`src/rtl/uc_defs_pkg.sv`:
```
// Shared definitions for the LEGv8-subset multicycle control unit:
// state encodings, decode classes, opcode patterns/masks and bus codes.
package uc_defs;

   typedef enum logic [2:0] {
      ST_FETCH  = 3'd0,
      ST_DECODE = 3'd1,
      ST_EXEC   = 3'd2,
      ST_MEM    = 3'd3,
      ST_WB     = 3'd4,
      ST_TRAP   = 3'd7
   } state_t;

   typedef enum logic [2:0] {
      CL_R   = 3'd0,
      CL_I   = 3'd1,
      CL_D   = 3'd2,
      CL_CB  = 3'd3,
      CL_ILL = 3'd4
   } iclass_t;

   localparam logic [2:0] ALU_AND    = 3'b000;
   localparam logic [2:0] ALU_ORR    = 3'b001;
   localparam logic [2:0] ALU_ADD    = 3'b010;
   localparam logic [2:0] ALU_SUB    = 3'b011;
   localparam logic [2:0] ALU_PASS_B = 3'b100;

   localparam logic [1:0] SEU_I  = 2'b00;
   localparam logic [1:0] SEU_D  = 2'b01;
   localparam logic [1:0] SEU_CB = 2'b10;

   // Masks clear the don't-care low bits of the I and CB encodings
   localparam logic [10:0] MASK_FULL = 11'b11111111111;
   localparam logic [10:0] MASK_I    = 11'b11111111110;
   localparam logic [10:0] MASK_CB   = 11'b11111111000;

   localparam logic [10:0] OP_ADD  = 11'b10001011000;
   localparam logic [10:0] OP_SUB  = 11'b11001011000;
   localparam logic [10:0] OP_AND  = 11'b10001010000;
   localparam logic [10:0] OP_ORR  = 11'b10101010000;
   localparam logic [10:0] OP_ADDI = 11'b10010001000;
   localparam logic [10:0] OP_SUBI = 11'b11010001000;
   localparam logic [10:0] OP_LDUR = 11'b11111000010;
   localparam logic [10:0] OP_STUR = 11'b11111000000;
   localparam logic [10:0] OP_CBZ  = 11'b10110100000;
   localparam logic [10:0] OP_CBNZ = 11'b10110101000;

   function automatic logic op_match(input logic [10:0] op,
                                     input logic [10:0] pat,
                                     input logic [10:0] mask);
      return (op & mask) == pat;
   endfunction

endpackage

```
`src/rtl/decodificador_opcode.sv`:
```
// Combinational opcode classifier: instruction class plus the static
// ALU/immediate/writeback selects and branch sense for each opcode.
module decodificador_opcode
   import uc_defs::*;
(
   input  logic [10:0] opcode,
   output iclass_t     iclass,
   output logic [2:0]  alu_op,
   output logic [1:0]  seu,
   output logic        mem_to_reg,
   output logic        is_cbnz
);

   // Priority match of the opcode against each known encoding
   always_comb begin
      iclass     = CL_ILL;
      alu_op     = ALU_AND;
      seu        = SEU_I;
      mem_to_reg = 1'b0;
      is_cbnz    = 1'b0;
      if (op_match(opcode, OP_ADD, MASK_FULL)) begin
         iclass = CL_R;
         alu_op = ALU_ADD;
      end else if (op_match(opcode, OP_SUB, MASK_FULL)) begin
         iclass = CL_R;
         alu_op = ALU_SUB;
      end else if (op_match(opcode, OP_AND, MASK_FULL)) begin
         iclass = CL_R;
         alu_op = ALU_AND;
      end else if (op_match(opcode, OP_ORR, MASK_FULL)) begin
         iclass = CL_R;
         alu_op = ALU_ORR;
      end else if (op_match(opcode, OP_ADDI, MASK_I)) begin
         iclass = CL_I;
         alu_op = ALU_ADD;
      end else if (op_match(opcode, OP_SUBI, MASK_I)) begin
         iclass = CL_I;
         alu_op = ALU_SUB;
      end else if (op_match(opcode, OP_LDUR, MASK_FULL)) begin
         iclass     = CL_D;
         alu_op     = ALU_ADD;
         seu        = SEU_D;
         mem_to_reg = 1'b1;
      end else if (op_match(opcode, OP_STUR, MASK_FULL)) begin
         iclass = CL_D;
         alu_op = ALU_ADD;
         seu    = SEU_D;
      end else if (op_match(opcode, OP_CBZ, MASK_CB)) begin
         iclass = CL_CB;
         alu_op = ALU_PASS_B;
         seu    = SEU_CB;
      end else if (op_match(opcode, OP_CBNZ, MASK_CB)) begin
         iclass  = CL_CB;
         alu_op  = ALU_PASS_B;
         seu     = SEU_CB;
         is_cbnz = 1'b1;
      end else begin
         iclass = CL_ILL;
      end
   end

endmodule

```
`src/rtl/unidad_control.sv`:
```
// Multicycle control FSM for the LEGv8-subset datapath: sequences IR/PC
// strobes and control buses, with single-step mode, trap and retire counter.
module unidad_control
   import uc_defs::*;
#(
   parameter int CNT_W = 16
) (
   input  logic             clk,
   input  logic             rst_n,
   input  logic [10:0]      opcode,
   input  logic             step_en,
   input  logic             step,
   output logic             ir_en,
   output logic             pc_en,
   output logic             bus_reg2loc,
   output logic [1:0]       bus_seu,
   output logic             bus_aluSrc,
   output logic [2:0]       bus_aluOp,
   output logic             bus_memWr,
   output logic             bus_memToReg,
   output logic             bus_regWr,
   output logic             beq,
   output logic             bne,
   output logic             illegal,
   output logic [2:0]       state,
   output logic [CNT_W-1:0] instr_count
);

   state_t     state_r;
   iclass_t    cls_r;
   logic       step_prev_r;

   iclass_t    dec_class_s;
   logic [2:0] dec_alu_op_s;
   logic [1:0] dec_seu_s;
   logic       dec_mem_to_reg_s;
   logic       dec_is_cbnz_s;
   logic       step_rise_s;

   decodificador_opcode u_dec (
      .opcode     (opcode),
      .iclass     (dec_class_s),
      .alu_op     (dec_alu_op_s),
      .seu        (dec_seu_s),
      .mem_to_reg (dec_mem_to_reg_s),
      .is_cbnz    (dec_is_cbnz_s)
   );

   assign step_rise_s = step & ~step_prev_r;
   assign state       = state_r;

   // Moore FSM: every output is computed for the state being entered
   always_ff @(posedge clk or negedge rst_n) begin
      if (!rst_n) begin
         state_r      <= ST_FETCH;
         cls_r        <= CL_R;
         step_prev_r  <= 1'b0;
         ir_en        <= 1'b0;
         pc_en        <= 1'b0;
         bus_reg2loc  <= 1'b0;
         bus_seu      <= 2'b00;
         bus_aluSrc   <= 1'b0;
         bus_aluOp    <= 3'b000;
         bus_memWr    <= 1'b0;
         bus_memToReg <= 1'b0;
         bus_regWr    <= 1'b0;
         beq          <= 1'b0;
         bne          <= 1'b0;
         illegal      <= 1'b0;
         instr_count  <= {CNT_W{1'b0}};
      end else begin
         step_prev_r <= step;
         instr_count <= instr_count + {{(CNT_W-1){1'b0}}, pc_en};
         ir_en       <= 1'b0;
         pc_en       <= 1'b0;
         bus_memWr   <= 1'b0;
         bus_regWr   <= 1'b0;
         beq         <= 1'b0;
         bne         <= 1'b0;
         case (state_r)
            ST_FETCH: begin
               // ir_en low here means we are still waiting for permission
               if (ir_en) begin
                  state_r <= ST_DECODE;
               end else if (!step_en || step_rise_s) begin
                  ir_en <= 1'b1;
               end else begin
                  ir_en <= 1'b0;
               end
            end
            ST_DECODE: begin
               cls_r        <= dec_class_s;
               bus_aluOp    <= dec_alu_op_s;
               bus_seu      <= dec_seu_s;
               bus_memToReg <= dec_mem_to_reg_s;
               bus_reg2loc  <= (dec_class_s == CL_D) || (dec_class_s == CL_CB);
               bus_aluSrc   <= (dec_class_s == CL_D) || (dec_class_s == CL_I);
               if (dec_class_s == CL_ILL) begin
                  state_r <= ST_TRAP;
                  illegal <= 1'b1;
               end else begin
                  state_r <= ST_EXEC;
                  if (dec_class_s == CL_CB) begin
                     pc_en <= 1'b1;
                     beq   <= ~dec_is_cbnz_s;
                     bne   <= dec_is_cbnz_s;
                  end else begin
                     pc_en <= 1'b0;
                  end
               end
            end
            ST_EXEC: begin
               case (cls_r)
                  CL_CB: begin
                     state_r <= ST_FETCH;
                     ir_en   <= ~step_en;
                  end
                  CL_D: begin
                     state_r <= ST_MEM;
                     if (!bus_memToReg) begin
                        bus_memWr <= 1'b1;
                        pc_en     <= 1'b1;
                     end else begin
                        bus_memWr <= 1'b0;
                     end
                  end
                  default: begin
                     state_r   <= ST_WB;
                     bus_regWr <= 1'b1;
                     pc_en     <= 1'b1;
                  end
               endcase
            end
            ST_MEM: begin
               if (bus_memToReg) begin
                  state_r   <= ST_WB;
                  bus_regWr <= 1'b1;
                  pc_en     <= 1'b1;
               end else begin
                  state_r <= ST_FETCH;
                  ir_en   <= ~step_en;
               end
            end
            ST_WB: begin
               state_r <= ST_FETCH;
               ir_en   <= ~step_en;
            end
            ST_TRAP: begin
               state_r <= ST_TRAP;
               illegal <= 1'b1;
            end
            default: begin
               state_r <= ST_FETCH;
            end
         endcase
      end
   end

endmodule

```
`config.mk`:
```
export PLATFORM = sky130hd
export DESIGN_NAME = unidad_control
export DESIGN_NICKNAME = d
export VERILOG_FILES = /design/src/rtl/uc_defs_pkg.sv /design/src/rtl/decodificador_opcode.sv /design/src/rtl/unidad_control.sv
export SDC_FILE = /design/constraint.sdc
export NUM_CORES = 1
export LEC_CHECK = 0
export CAP_MARGIN = 10
export CELL_PAD_IN_SITES_DETAIL_PLACEMENT = 0
export CELL_PAD_IN_SITES_GLOBAL_PLACEMENT = 1
export CORE_AREA = 3 3 56 97
export CTS_CLUSTER_SIZE = 10
export DETAILED_ROUTE_END_ITERATION = 10
export DIE_AREA = 0 0 59 100
export HOLD_SLACK_MARGIN = 0.1
export PLACE_DENSITY = 0.89
export SLEW_MARGIN = 20
export SYNTH_ARGS = -nofsm -noshare
export SYNTH_HDL_FRONTEND = slang
export SYNTH_SLANG_ARGS = --single-unit
```
`constraint.sdc`:
```
create_clock -name clk -period 1.68 [get_ports clk]
set_input_delay 0.168 -clock clk [delete_from_list [all_inputs] [get_ports clk]]
set_output_delay 0.168 -clock clk [all_outputs]
set_load 0.01 [all_outputs]
```
==> After elaboration in Yosys (flattened, before gate mapping) <==
Index checks and enable logic that the tools add are counted.
{ "totals": {"register_bits": 38, "input_bits": 15, "out_inout_bits": 34, "wordCells": 127} }
{ "classes": {"add_sub_neg": 1, "n_eq_ne": 23, "muxes": 75, "bitwise": 4, "reduce_logical": 8} }
{ "ops": {"columns": ["operator", "count"], "rows": [
  ["$mux W3", 23],
  ["$eq A11 B11 Y1 const B", 6],
  ["$mux W1", 35],
  ["$eq A10 B10 Y1 const B", 2],
  ["$mux W2", 10],
  ["$eq A3 B2 Y1 const B", 6],
  ["$add A16 B1 Y16", 1],
  ["$eq A8 B8 Y1 const B", 2],
  ["$pmux W3 S5", 1],
  ["$eq A3 B3 Y1 const B", 3],
  ["$eq A3 B1 Y1 const B", 2],
  ["$pmux W1 S2", 3],
  ["$pmux W3 S2", 1],
  ["$ne A2 B2 Y1 const B", 2],
  ["$pmux W1 S4", 1],
  ["$logic_not A3 Y1", 1],
  ["$logic_or A1 B1 Y1", 3],
  ["$not A1 Y1", 3],
  ["$pmux W1 S3", 1],
  ["$reduce_and A2 Y1", 1],
  ["$reduce_bool A2 Y1", 1],
  ["$reduce_or A2 Y1", 1],
  ["$and A1 B1 Y1", 1],
  ["$logic_not A1 Y1", 1]
]} }

==> Longest topological paths before layout <==
Gate-level depths: netlist (run 1).
{ "depth": {"ltp_word": 15, "ltp_mapped": 6, "mapped_depth_nobuf": 6} }

==> Hierarchy <==
Synthesis (run 1) repeated with hierarchy kept, for this count alone.
{ "hier_totals": {"cells_unflattened": 161, "area_unflattened_um2": 1890.6} }
{ "by_module_without_submodules": {"columns": ["module", "instances", "cells_each", "area_each_um2", "seq_area_each_um2"], "rows": [
  ["unidad_control", 1, 132, 1695.4, 950.9],
  ["decodificador_opcode", 1, 29, 195.2, 0.0]
]} }

==> Least setup slack after synthesis (run 1) <==
No wires, ideal clock.
{ "synth_timing": {"path_kind": "reg2reg", "startpoint": "register pc_en", "endpoint": "register instr_count[14]", "setup_ps": 125, "t_arrival_ps": 1362, "required_time_ps": 1555, "path_slack_ps": 192, "stages_incl_launch_ff": 7, "n_path_buf": 0, "synth_period_minus_slack_ps": 1488, "cell_sequence": "dfrtp_1 -> ha_1 -> ha_1 -> nand2_1 -> nor3_1 -> nand3_1 -> xnor2_1"} }
{ "synth_between": {"elab_chain_cells": 1} }
{ "synth_lines": {"columns": ["item", "line", "rtl"], "rows": [
  ["start: declaration", "unidad_control.sv:14", "output logic pc_en,"],
  ["start signal: assignment", "unidad_control.sv:59", "pc_en <= 1'b0;"],
  ["start signal: assignment", "unidad_control.sv:75", "pc_en <= 1'b0;"],
  ["start signal: assignment", "unidad_control.sv:104", "pc_en <= 1'b1;"],
  ["$add A16 B1 Y16", "unidad_control.sv:73", "instr_count <= instr_count + {{(CNT_W-1){1'b0}}, pc_en};"],
  ["end signal: assignment", "unidad_control.sv:70", "instr_count <= {CNT_W{1'b0}};"],
  ["end signal: assignment", "unidad_control.sv:73", null],
  ["end: declaration", "unidad_control.sv:26", "output logic [CNT_W-1:0] instr_count"]
]} }
No other way between the ends.
A chain may end at the register's enable or synchronous reset.

==> Worst setup path in the final report (run 1) <==
{ "layout_timing": {"startpoint": "input opcode[10]", "endpoint": "register state_r[0] (netlist: state[0])"} }
{ "layout_between": {"elab_chain_cells": 14, "elab_cells_between_ends": 23, "classes_between": "eq/ne: 11; mux: 12"} }
{ "layout_lines": {"columns": ["item", "line", "rtl"], "rows": [
  ["start: declaration", "unidad_control.sv:10", "input logic [10:0] opcode,"],
  ["$eq A8 B8 Y1", "uc_defs_pkg.sv:51", "return (op & mask) == pat;"],
  ["$mux W3", "decodificador_opcode.sv:52", "end else if (op_match(opcode, OP_CBNZ, MASK_CB)) begin"],
  ["$mux W3", "decodificador_opcode.sv:48", "end else if (op_match(opcode, OP_CBZ, MASK_CB)) begin"],
  ["$mux W3", "decodificador_opcode.sv:44", "end else if (op_match(opcode, OP_STUR, MASK_FULL)) begin"],
  ["$mux W3", "decodificador_opcode.sv:39", "end else if (op_match(opcode, OP_LDUR, MASK_FULL)) begin"],
  ["$mux W3", "decodificador_opcode.sv:36", "end else if (op_match(opcode, OP_SUBI, MASK_I)) begin"],
  ["$mux W3", "decodificador_opcode.sv:33", "end else if (op_match(opcode, OP_ADDI, MASK_I)) begin"],
  ["$mux W3", "decodificador_opcode.sv:30", "end else if (op_match(opcode, OP_ORR, MASK_FULL)) begin"],
  ["$mux W3", "decodificador_opcode.sv:27", "end else if (op_match(opcode, OP_AND, MASK_FULL)) begin"],
  ["$mux W3", "decodificador_opcode.sv:24", "end else if (op_match(opcode, OP_SUB, MASK_FULL)) begin"],
  ["$mux W3 *", "decodificador_opcode.sv:21", "if (op_match(opcode, OP_ADD, MASK_FULL)) begin"],
  ["$eq A3 B3 Y1 *", "unidad_control.sv:98", "if (dec_class_s == CL_ILL) begin"],
  ["$mux W3 *", "unidad_control.sv:98", null],
  ["$pmux W3 S5 *", "unidad_control.sv:80", "case (state_r)"],
  ["end signal: assignment", "unidad_control.sv:84", "state_r <= ST_DECODE;"],
  ["end signal: assignment", "unidad_control.sv:99", "state_r <= ST_TRAP;"],
  ["end signal: assignment", "unidad_control.sv:102", "state_r <= ST_EXEC;"],
  ["end: declaration", "unidad_control.sv:29", "state_t state_r;"]
]} }
Mark *: on every way between the ends. The rest lies on a longest branch, timed or not.

==> out/metrics.yaml, run 1 <==
wl_met2_um: 2310
row_count: 33
drcViolationCount: 0
path_max_fanout: 4
tightest_slew_ns: 0.473
cts_tree: "built"
layout.nets: 239
clock_sinks: 37
peakVddDrop_mv: 0.530
antenna_found_initial: 0
core_um2: 4710
power_density_nw_per_um2: 1100
syn_inst: 152
timing.rr.start: "state[2]"
die_area_um2: 5900
path_class: "input port to flip-flop"
critPathSlowestCell: "clkdlybuf4s50_1"
fin_crit_sh_pct: 91.2
pre_cts_ws_ns: -0.162
dr.pass1.iters: 3
ys_warn_count: 0
cp_data_arrival_time_ns: 1.68
grt_max_degree: 38
synth_area_per_cell_um2: 11.1
die_x_um: 59
numPlacedInstances: 266
drv_cap: 0
async_reset_ff_share_pct: 100
finalSetupTns_ns: 0
p_leak_nw: 1.08
setup_ws_ns: 0.147
synth_nets: 169
grt_pass1_vias: 1428
root_buffer: "clkbuf_8"
fin_hold_ws_ns: 0.381
port_buffers: 48
setup_viol: 0
layout_common_cells: "47 x clkdlybuf4s50_1, 37 x dfrtp_1, 19 x nand2_1, 17 x buf_4"
nFillCells: 460
drtIter0Drc: 30
drive_gt1_share_pct: 13.9
grt_overflow_total: 0
status: "finished, final reports clean"
cp-end-kind: "flip-flop"
hpwl_um: 3260
relSlewSlack_pct: 68.0
n_antenna_cell: 0
routed_wl_um: 4050
grt_usage_pct: 14.8
highest-signal-layer: "met4"
min_path_type: "input port to flip-flop"
grt_first_pass_wirelength_um: 6550
crit_chain: "clkdlybuf4s50_1 > buf_4 > nor4bb_1 > nand4_1 > buf_4 > o211ai_4 > nand4_1"
start_util_pct: 35.9
hold_violations: 0
wl_per_cell_um: 14.7
whs_path_depth: 1
vias: 1420
fin_skew_ns: 0.00698
rsz0062_at_grt: "false"
cts_made_buffers: 5
post_cts_buffers: 0
start_kind: "input port"
htree_levels: 2
cts_buffer_depth: 2
ant_nets: 0
r2r-end: "pc_en"
synth_edf_count: 0
gp_congestion: 0.828
ys_seq_area_share_pct: 54.9
route.layer.met1.wl_um: 1410
hold_start: "step"
die_h_um: 100
final_common_cell: "clkdlybuf4s50_1"
max_freq_ghz: 0.653
area_growth_pct: 44.0
via_per_inst: 5.16
crit_required_ns: 1.83
synth_area_um2: 1690
rr_worst_depth: 4
min_period_ns: 1.53
final-max-slew-violation-count: 0
holdPathEnd: "step_prev_r"
cp_slowest_stage_delay_ns: 0.47
reg2reg_setup_slack_ns: 0.19
layoutNonFillerInstCount: 275
synth-seq-cells: 37
ys_types: 40
worstSkewPairLatency_ns: 0.28
ys.flop_type: "dfrtp_1"
io_pins: 49
clkSlewWorstSetupHoldPaths_ns: 0.07
routed-wl-met3_um: 216
==> Yosys cell counts, types with 2 or more instances <==
cell type / n / area [um2]
and3_1: 3 / 18.8
xnor2_1: 10 / 87.6
or3b_1: 3 / 26.3
nand2b_1: 3 / 18.8
nor2b_1: 4 / 25.0
xor2_1: 4 / 35.0
nand4_1: 5 / 31.3
nand3_1: 9 / 45.0
nand2_1: 19 / 71.3
dfrtp_1: 37 / 926
nor3b_1: 4 / 30.0
o31ai_1: 3 / 22.5
ha_1: 2 / 25.0
o21ai_1: 2 / 10.0
nor3_1: 3 / 15.0
a22o_1: 2 / 17.5
inv_1: 4 / 15.0
a31oi_1: 2 / 12.5
a21oi_1: 3 / 15.0
nor2_1: 10 / 37.5
==> stage by stage <==
| stage | area [um2] | utilization (%) | power, mW |
|---|---|---|---|
| floorplan | 1690 | - | 1.61 |
| global placement | 2330 | 49.5 | 2.08 |
| detailed placement | 2330 | 49.5 | 2.10 |
| CTS | 2420 | 51.5 | 2.70 |
| global route | 2430 | 51.6 | 2.85 |
| finish | 2430 | 51.6 | 2.66 |
==> registers in the layout, summed over array words and instances (netlist names) <==
name / count
beq: 1
bne: 1
bus_aluOp: 3
bus_aluSrc: 1
bus_memToReg: 1
bus_memWr: 1
bus_reg2loc: 1
bus_regWr: 1
bus_seu: 1
cls_r: 3
illegal: 1
instr_count: 16
ir_en: 1
pc_en: 1
state: 3
step_prev_r: 1
==> per-layer routing <==
layer  vias to the layer above  GRT usage (%)
met3                        10           4.76
met5                         -              0
met2                        50           27.3
met1                       676           14.0
li1                        684              -
met4                         0           7.16
==> layout make-up <==
| class | count | area (um2) | area share (%) |
|---|---|---|---|
| clock buffers | 6 | 72.6 | 2.99 |
| clock inverters | 2 | 10.0 | 0.412 |
| inverters | 4 | 15.0 | 0.618 |
| multi-input cells | 108 | 728 | 30.0 |
| flip-flops and latches | 37 | 926 | 38.1 |
| well taps | 52 | 65.1 | 2.68 |
| repair buffers | 66 | 613 | 25.2 |
==> power by group <==
part	internal (mW)	switching, mW
combinational	0.495	0.431
sequential	1.04	0.110
clock	0.287	0.299
total	1.82	0.841
==> how the worst max path moves through the flow <==
stage / start / end / slack (ns) / cells after the start
after floorplan: pc_en / instr_count[14] / 0.19 / 6
after global placement: opcode[2] / state[0] / -0.09 / 5
after detailed placement: opcode[10] / state[0] / -0.16 / 7
after CTS: opcode[10] / state[0] / 0.14 / 7
after global routing: instr_count[0] / instr_count[15] / 0.05 / 5
final: opcode[10] / state[0] / 0.15 / 7
==> cell families (layout without fill, tap and decap cells) <==
group | count (synthesis) | count (layout) | synth area share, %
AO/OA/AOI/OAI | 18 | 18 | 9.41
XOR/XNOR | 14 | 14 | 7.26
adder cells (fa/ha/maj) | 2 | 2 | 1.48
buffers and inverters | 7 | 78 | 2.30
flip-flops | 37 | 37 | 54.9
multiplexers | 1 | 1 | 0.593
AND/OR/NAND/NOR | 73 | 73 | 24.1
==> worst max-delay path: cells and delay by family <==
kind                   cells  cell delay (ns)
AND/OR/NAND/NOR            3             0.65
buffers and inverters      3             0.77
AO/OA/AOI/OAI              1             0.10
==> what timing repair did <==
item / CTS / global route
hold buffers: 1 / 0
hold endpoints to repair: 37 / 0
setup endpoints to repair: 0 / 2
resized for setup: 0 / 1
Note: power is estimated with default switching activity, not from simulation.
==> inputs of run 2 (changes only) <==
- SETUP_SLACK_MARGIN: default -> 0.1
- SLEW_MARGIN: 20 -> default
==> out/metrics.yaml, run 2 (synthesis results as in run 1) <==
max_freq_ghz: 0.647  # -0.82%
timing.rr.start: "state[2]"
final-max-slew-violation-count: 0  # unchanged
clkSlewWorstSetupHoldPaths_ns: 0.07  # about the same
switching_share_pct: 31.7  # +0.11 points
grt_usage_pct: 14.8  # unchanged
final_common_cell: "clkdlybuf4s50_1"
status: "finished, final reports clean"
cp-end-kind: "flip-flop"
netSwitchingPower_mw: 0.847  # +0.74%
cp_data_arrival_time_ns: 1.69  # about the same
worstSkewPairLatency_ns: 0.28  # about the same
gp_congestion: 0.828  # unchanged
setup_ws_ns: 0.135  # -0.0127 ns
start_util_pct: 35.9  # unchanged
via_per_inst: 5.15  # -0.29%
rr_worst_depth: 4  # unchanged
finalSetupTns_ns: 0  # unchanged
drtIter0Drc: 38  # +27%
die_h_um: 100  # unchanged
grt_pass1_vias: 1428  # unchanged
hold_start: "step"
drive_gt1_share_pct: 15.6  # +1.7 points
die_area_um2: 5900  # unchanged
tightest_slew_ns: 0.468  # -0.00503 ns
min_period_ns: 1.55  # +0.0127 ns
min_path_type: "input port to flip-flop"
layoutNonFillerInstCount: 276  # +0.36%
ant_nets: 0  # unchanged
regMostFlops: "instr_count"
grt_max_degree: 38  # unchanged
whs_path_depth: 1  # unchanged
die_x_um: 59  # unchanged
setup_viol: 0  # unchanged
rsz0062_at_grt: "true"
area_growth_pct: 45.9
pwr-share-clk_pct: 22.0  # about the same
path_class: "input port to flip-flop"
p_leak_nw: 1.12  # +3.5%
io_pins: 49  # unchanged
numPlacedInstances: 266  # unchanged
cts_buffer_depth: 2  # unchanged
start_kind: "input port"
grt_overflow_total: 0  # unchanged
holdPathEnd: "step_prev_r"
clock_sinks: 37  # unchanged
drcViolationCount: 0  # unchanged
cts_made_buffers: 5  # unchanged
hold_violations: 0  # unchanged
path_max_fanout: 4  # unchanged
routed_wl_um: 4090  # +0.99%
relSlewSlack_pct: 68.8  # +0.77 points
drv_cap: 0  # unchanged
power_frac_seq_pct: 43.1  # about the same
crit_required_ns: 1.83  # about the same
r2r-end: "state[0]"
layout.nets: 240  # +0.42%
nFillCells: 456  # -0.87%
fin_area_um2: 2460  # +1.3%
crit_start: "opcode[1]"
root_buffer: "clkbuf_8"
port_buffers: 48  # unchanged
combPwrFrac_pct: 35.0  # +0.2 points
grt_first_pass_wirelength_um: 6550  # unchanged
core_um2: 4710  # unchanged
reg2reg_setup_slack_ns: 0.18  # about the same
cts_tree: "built"
finalPower_mw: 2.67  # +0.38%
row_count: 33  # unchanged
htree_levels: 2  # unchanged
layout_common_cells: "45 x clkdlybuf4s50_1, 37 x dfrtp_1, 19 x nand2_1, 18 x buf_4"
largest_reg_flops: 16  # unchanged
antenna_found_initial: 0  # unchanged
fin_crit_sh_pct: 92.0  # +0.75 points
dr.pass1.iters: 4  # +1
wl_per_cell_um: 14.8  # +0.62%
pre_cts_ws_ns: -0.162  # unchanged
peakVddDrop_mv: 0.535  # +0.96%
vias: 1421  # +0.070%
place_area_um2: 2330  # unchanged
n_antenna_cell: 0  # unchanged
power_density_nw_per_um2: 1080  # -0.94%
p_int_mw: 1.82  # +0.22%
hpwl_um: 3260  # unchanged
fin_skew_ns: 0.00703  # +0.0000461 ns
==> run 2: cell count changes in the layout (fill, tap and decap cells not counted), sizes merged <==
cell / change
clkdlybuf4s50: -2
dlymetal6s2s: +2
buf: +1
==> run 2: power groups by stage <==
stage                     Combinational, mW  Sequential (mW)  Clock [mW]
after global placement                0.920             1.16           0
after global routing                   1.04             1.17       0.650
after floorplan                       0.379             1.23           0
after CTS                             0.942             1.15       0.612
after detailed placement              0.939             1.17           0
final                                 0.934             1.15       0.587
==> run 2: cell type report <==
| class | count | area, um2 | area share (%) |
|---|---|---|---|
| Clock inverter | 2 | 10.0 | 0.407 |
| Tap cell | 52 | 65.1 | 2.64 |
| Multi-Input combinational cell | 108 | 748 | 30.4 |
| Sequential cell | 37 | 926 | 37.6 |
| Clock buffer | 6 | 72.6 | 2.95 |
| Inverter | 4 | 15.0 | 0.610 |
| Timing Repair Buffer | 67 | 626 | 25.4 |
==> run 2: worst max-delay path, cell delays in order <==
cell	delay, ns
clkdlybuf4s50_1	0.42
or3b_4	0.40
o31a_1	0.35
o211ai_4	0.23
nand4_1	0.12
==> run 2: layer usage <==
metal  GRT usage (%)  vias up  wire, um
met5               0        -         0
met4            7.16        0       110
met3            4.76       10       214
met2            27.3       48      2340
met1            14.0      683      1420
li1                -      680         -
==> run 2: per-stage QoR <==
stage / hold slack (ns) / utilization, %
detailed placement: 0.242 / 49.5
CTS: 0.362 / 51.5
global route: 0.380 / 52.3
floorplan: -0.128 / -
global placement: 0.232 / 49.5
finish: 0.381 / 52.3
==> run 2: how the worst max path moves through the flow <==
stage                       to  depth (start not counted)
4_1_cts               state[0]                          7
6_report              state[0]                          5
3_5_place_dp          state[0]                          7
5_1_grt        instr_count[12]                          7
3_3_place_gp          state[0]                          5
2_1_floorplan  instr_count[14]                          6
==> run 2: repair_timing <==
item | 4_1_cts | 5_1_grt
resized for setup | 0 | 7
hold buffers | 1 | 0
setup endpoints to repair | 0 | 6
setup buffers | 0 | 1
hold endpoints to repair | 37 | 0
==> inputs of run 3 (changes only) <==
--- a/config.mk
+++ b/config.mk
@@ -16,4 +16,5 @@
 export PLACE_DENSITY = 0.89
 export SETUP_SLACK_MARGIN = 0.1
+export SLEW_MARGIN = 20
 export SYNTH_ARGS = -nofsm -noshare
 export SYNTH_HDL_FRONTEND = slang
==> constraint.sdc (replaced) <==
create_clock -name clk -period 1.68 [get_ports clk]
set_input_delay 0.336 -clock clk [delete_from_list [all_inputs] [get_ports clk]]
set_output_delay 0.336 -clock clk [all_outputs]
set_load 0.01 [all_outputs]
==> out/metrics.yaml, run 3 (synthesis results as in run 1) <==
status: "finished, final reports clean"
clkSlewWorstSetupHoldPaths_ns: 0.08  # about the same
place_area_um2: 2360  # +1.3%
layout.nets: 252  # +5.0%
gp_congestion: 0.790  # -4.6%
pwr-share-clk_pct: 30.6  # +8.6 points
root_buffer: "clkbuf_8"
hpwl_um: 3180  # -2.4%
min_path_type: "flip-flop to flip-flop"
relSlewSlack_pct: 68.3  # -0.50 points
path_max_fanout: 2  # -2
hold_start: "instr_count[15]"
largest_reg_flops: 16  # unchanged
r2r-end: "instr_count[14]"
crit_chain: "clkdlybuf4s50_1"
layout_common_cells: "37 x dfrtp_1, 30 x buf_4, 28 x clkdlybuf4s50_1, 19 x nand2_1"
cts_tree: "built"
combPwrFrac_pct: 31.8  # -3.2 points
p_leak_nw: 1.38  # +23%
cts_made_buffers: 5  # unchanged
routed_wl_um: 4180  # +2.3%
peakVddDrop_mv: 0.890  # +66%
p_int_mw: 2.12  # +16%
tightest_slew_ns: 0.475  # +0.00743 ns
via_per_inst: 5.04  # -2.1%
worstSkewPairLatency_ns: 0.29  # about the same
drtIter0Drc: 44  # +16%
die_area_um2: 5900  # unchanged
drive_gt1_share_pct: 22.9  # +7.3 points
whs_path_depth: 1  # unchanged
clock_sinks: 37  # unchanged
port_buffers: 48  # unchanged
power_frac_seq_pct: 37.5  # -5.6 points
vias: 1452  # +2.2%
area_growth_pct: 56.6
rsz0062_at_grt: "true"
start_util_pct: 35.9  # unchanged
core_um2: 4710  # unchanged
dr.pass1.iters: 4  # unchanged
row_count: 33  # unchanged
ant_nets: 0  # unchanged
holdPathEnd: "instr_count[15]"
fin_area_um2: 2640  # +7.4%
fin_skew_ns: 0.00678  # -0.000253 ns
hold_violations: 0  # unchanged
die_h_um: 100  # unchanged
min_period_ns: 1.55  # +0.00419 ns
grt_pass1_vias: 1583  # +11%
setup_viol: 0  # unchanged
drcViolationCount: 0  # unchanged
switching_share_pct: 29.7  # -2.0 points
die_x_um: 59  # unchanged
crit_required_ns: 1.34  # -0.49 ns
rr_worst_depth: 7  # +3
final_common_cell: "dfrtp_1"
fin_hold_ws_ns: 0.471  # +0.0904 ns
power_density_nw_per_um2: 1140  # +5.4%
io_pins: 49  # unchanged
grt_usage_pct: 15.4  # +0.56 points
cp-end-kind: "output port"
critPathSlowestCell: "clkdlybuf4s50_1"
cp_data_arrival_time_ns: 1.21  # -0.48 ns
finalSetupTns_ns: 0  # unchanged
drv_cap: 0  # unchanged
cts_buffer_depth: 2  # unchanged
start_kind: "flip-flop"
max_freq_ghz: 0.645  # -0.27%
reg2reg_setup_slack_ns: 0.21  # +0.03 ns
cp.depth: 1  # -4
fin_crit_sh_pct: 92.2  # +0.25 points
path_class: "flip-flop to output port"
wl_per_cell_um: 14.5  # -2.0%
crit_family: "buffers and inverters"
grt_max_degree: 38  # unchanged
grt_overflow_total: 0  # unchanged
grt_first_pass_wirelength_um: 6870  # +4.9%
timing.rr.start: "pc_en"
netSwitchingPower_mw: 0.899  # +6.2%
htree_levels: 2  # unchanged
final-max-slew-violation-count: 0  # unchanged
cp_num_buf_inv: 1  # unchanged
antenna_found_initial: 0  # unchanged
n_antenna_cell: 0  # unchanged
regMostFlops: "instr_count"
cp_slowest_stage_delay_ns: 0.55  # +0.13 ns
[run 3: worst max-delay path by stage]
| stage | start | endpoint | slack [ns] |
|---|---|---|---|
| floorplan | pc_en | instr_count[14] | 0.19 |
| global placement | opcode[10] | state[0] | -0.28 |
| detailed placement | opcode[10] | state[0] | -0.32 |
| CTS | bus_aluOp[2] | bus_aluOp[2] | 0.10 |
| global route | instr_count[8] | instr_count[15] | 0.07 |
| finish | bus_aluOp[1] | bus_aluOp[1] | 0.13 |
[run 3: final cells by class]
class	count	area, um2
multi-input combinational	108	779
inverter	4	15.0
fill	433	2060
clock buffer	5	68.8
clock inverter	3	68.8
tap	52	65.1
sequential	37	926
timing repair buffer	79	721
[run 3: layer usage]
metal  vias to the layer above  part of all wire, %  GRT usage, %
li1                        700                    -             -
met1                       686                   32          13.3
met2                        55                   59          30.2
met3                        11                  6.0          4.25
met4                         0                  3.0          7.16
met5                         -                    0             0
[run 3: per-stage QoR]
| step | utilization (%) | worst slack (ns) | power, mW | instances |
|---|---|---|---|---|
| after CTS | 54.5 | 0.103 | 3.05 | 288 |
| after detailed placement | 50.2 | -0.321 | 2.10 | 270 |
| after global placement | 50.2 | -0.284 | 2.08 | 270 |
| after floorplan | - | 0.192 | 1.61 | 152 |
| final | 56.2 | 0.131 | 3.02 | 288 |
| after global routing | 56.2 | 0.0693 | 3.19 | 288 |
[run 3: power groups by stage]
stage	Combinational (mW)	Clock (mW)	Sequential, mW
floorplan	0.379	0	1.23
finish	0.963	0.926	1.13
global placement	0.917	0	1.16
detailed placement	0.932	0	1.17
CTS	0.965	0.948	1.13
global route	1.06	0.982	1.15
[run 3: what timing repair did]
item | 4_1_cts | 5_1_grt
buffers inserted | 9 | 0
setup endpoints to repair | 21 | 25
hold buffers | 1 | 0
hold endpoints to repair | 31 | 0
pin swaps | 3 | 2
resized for setup | 11 | 20
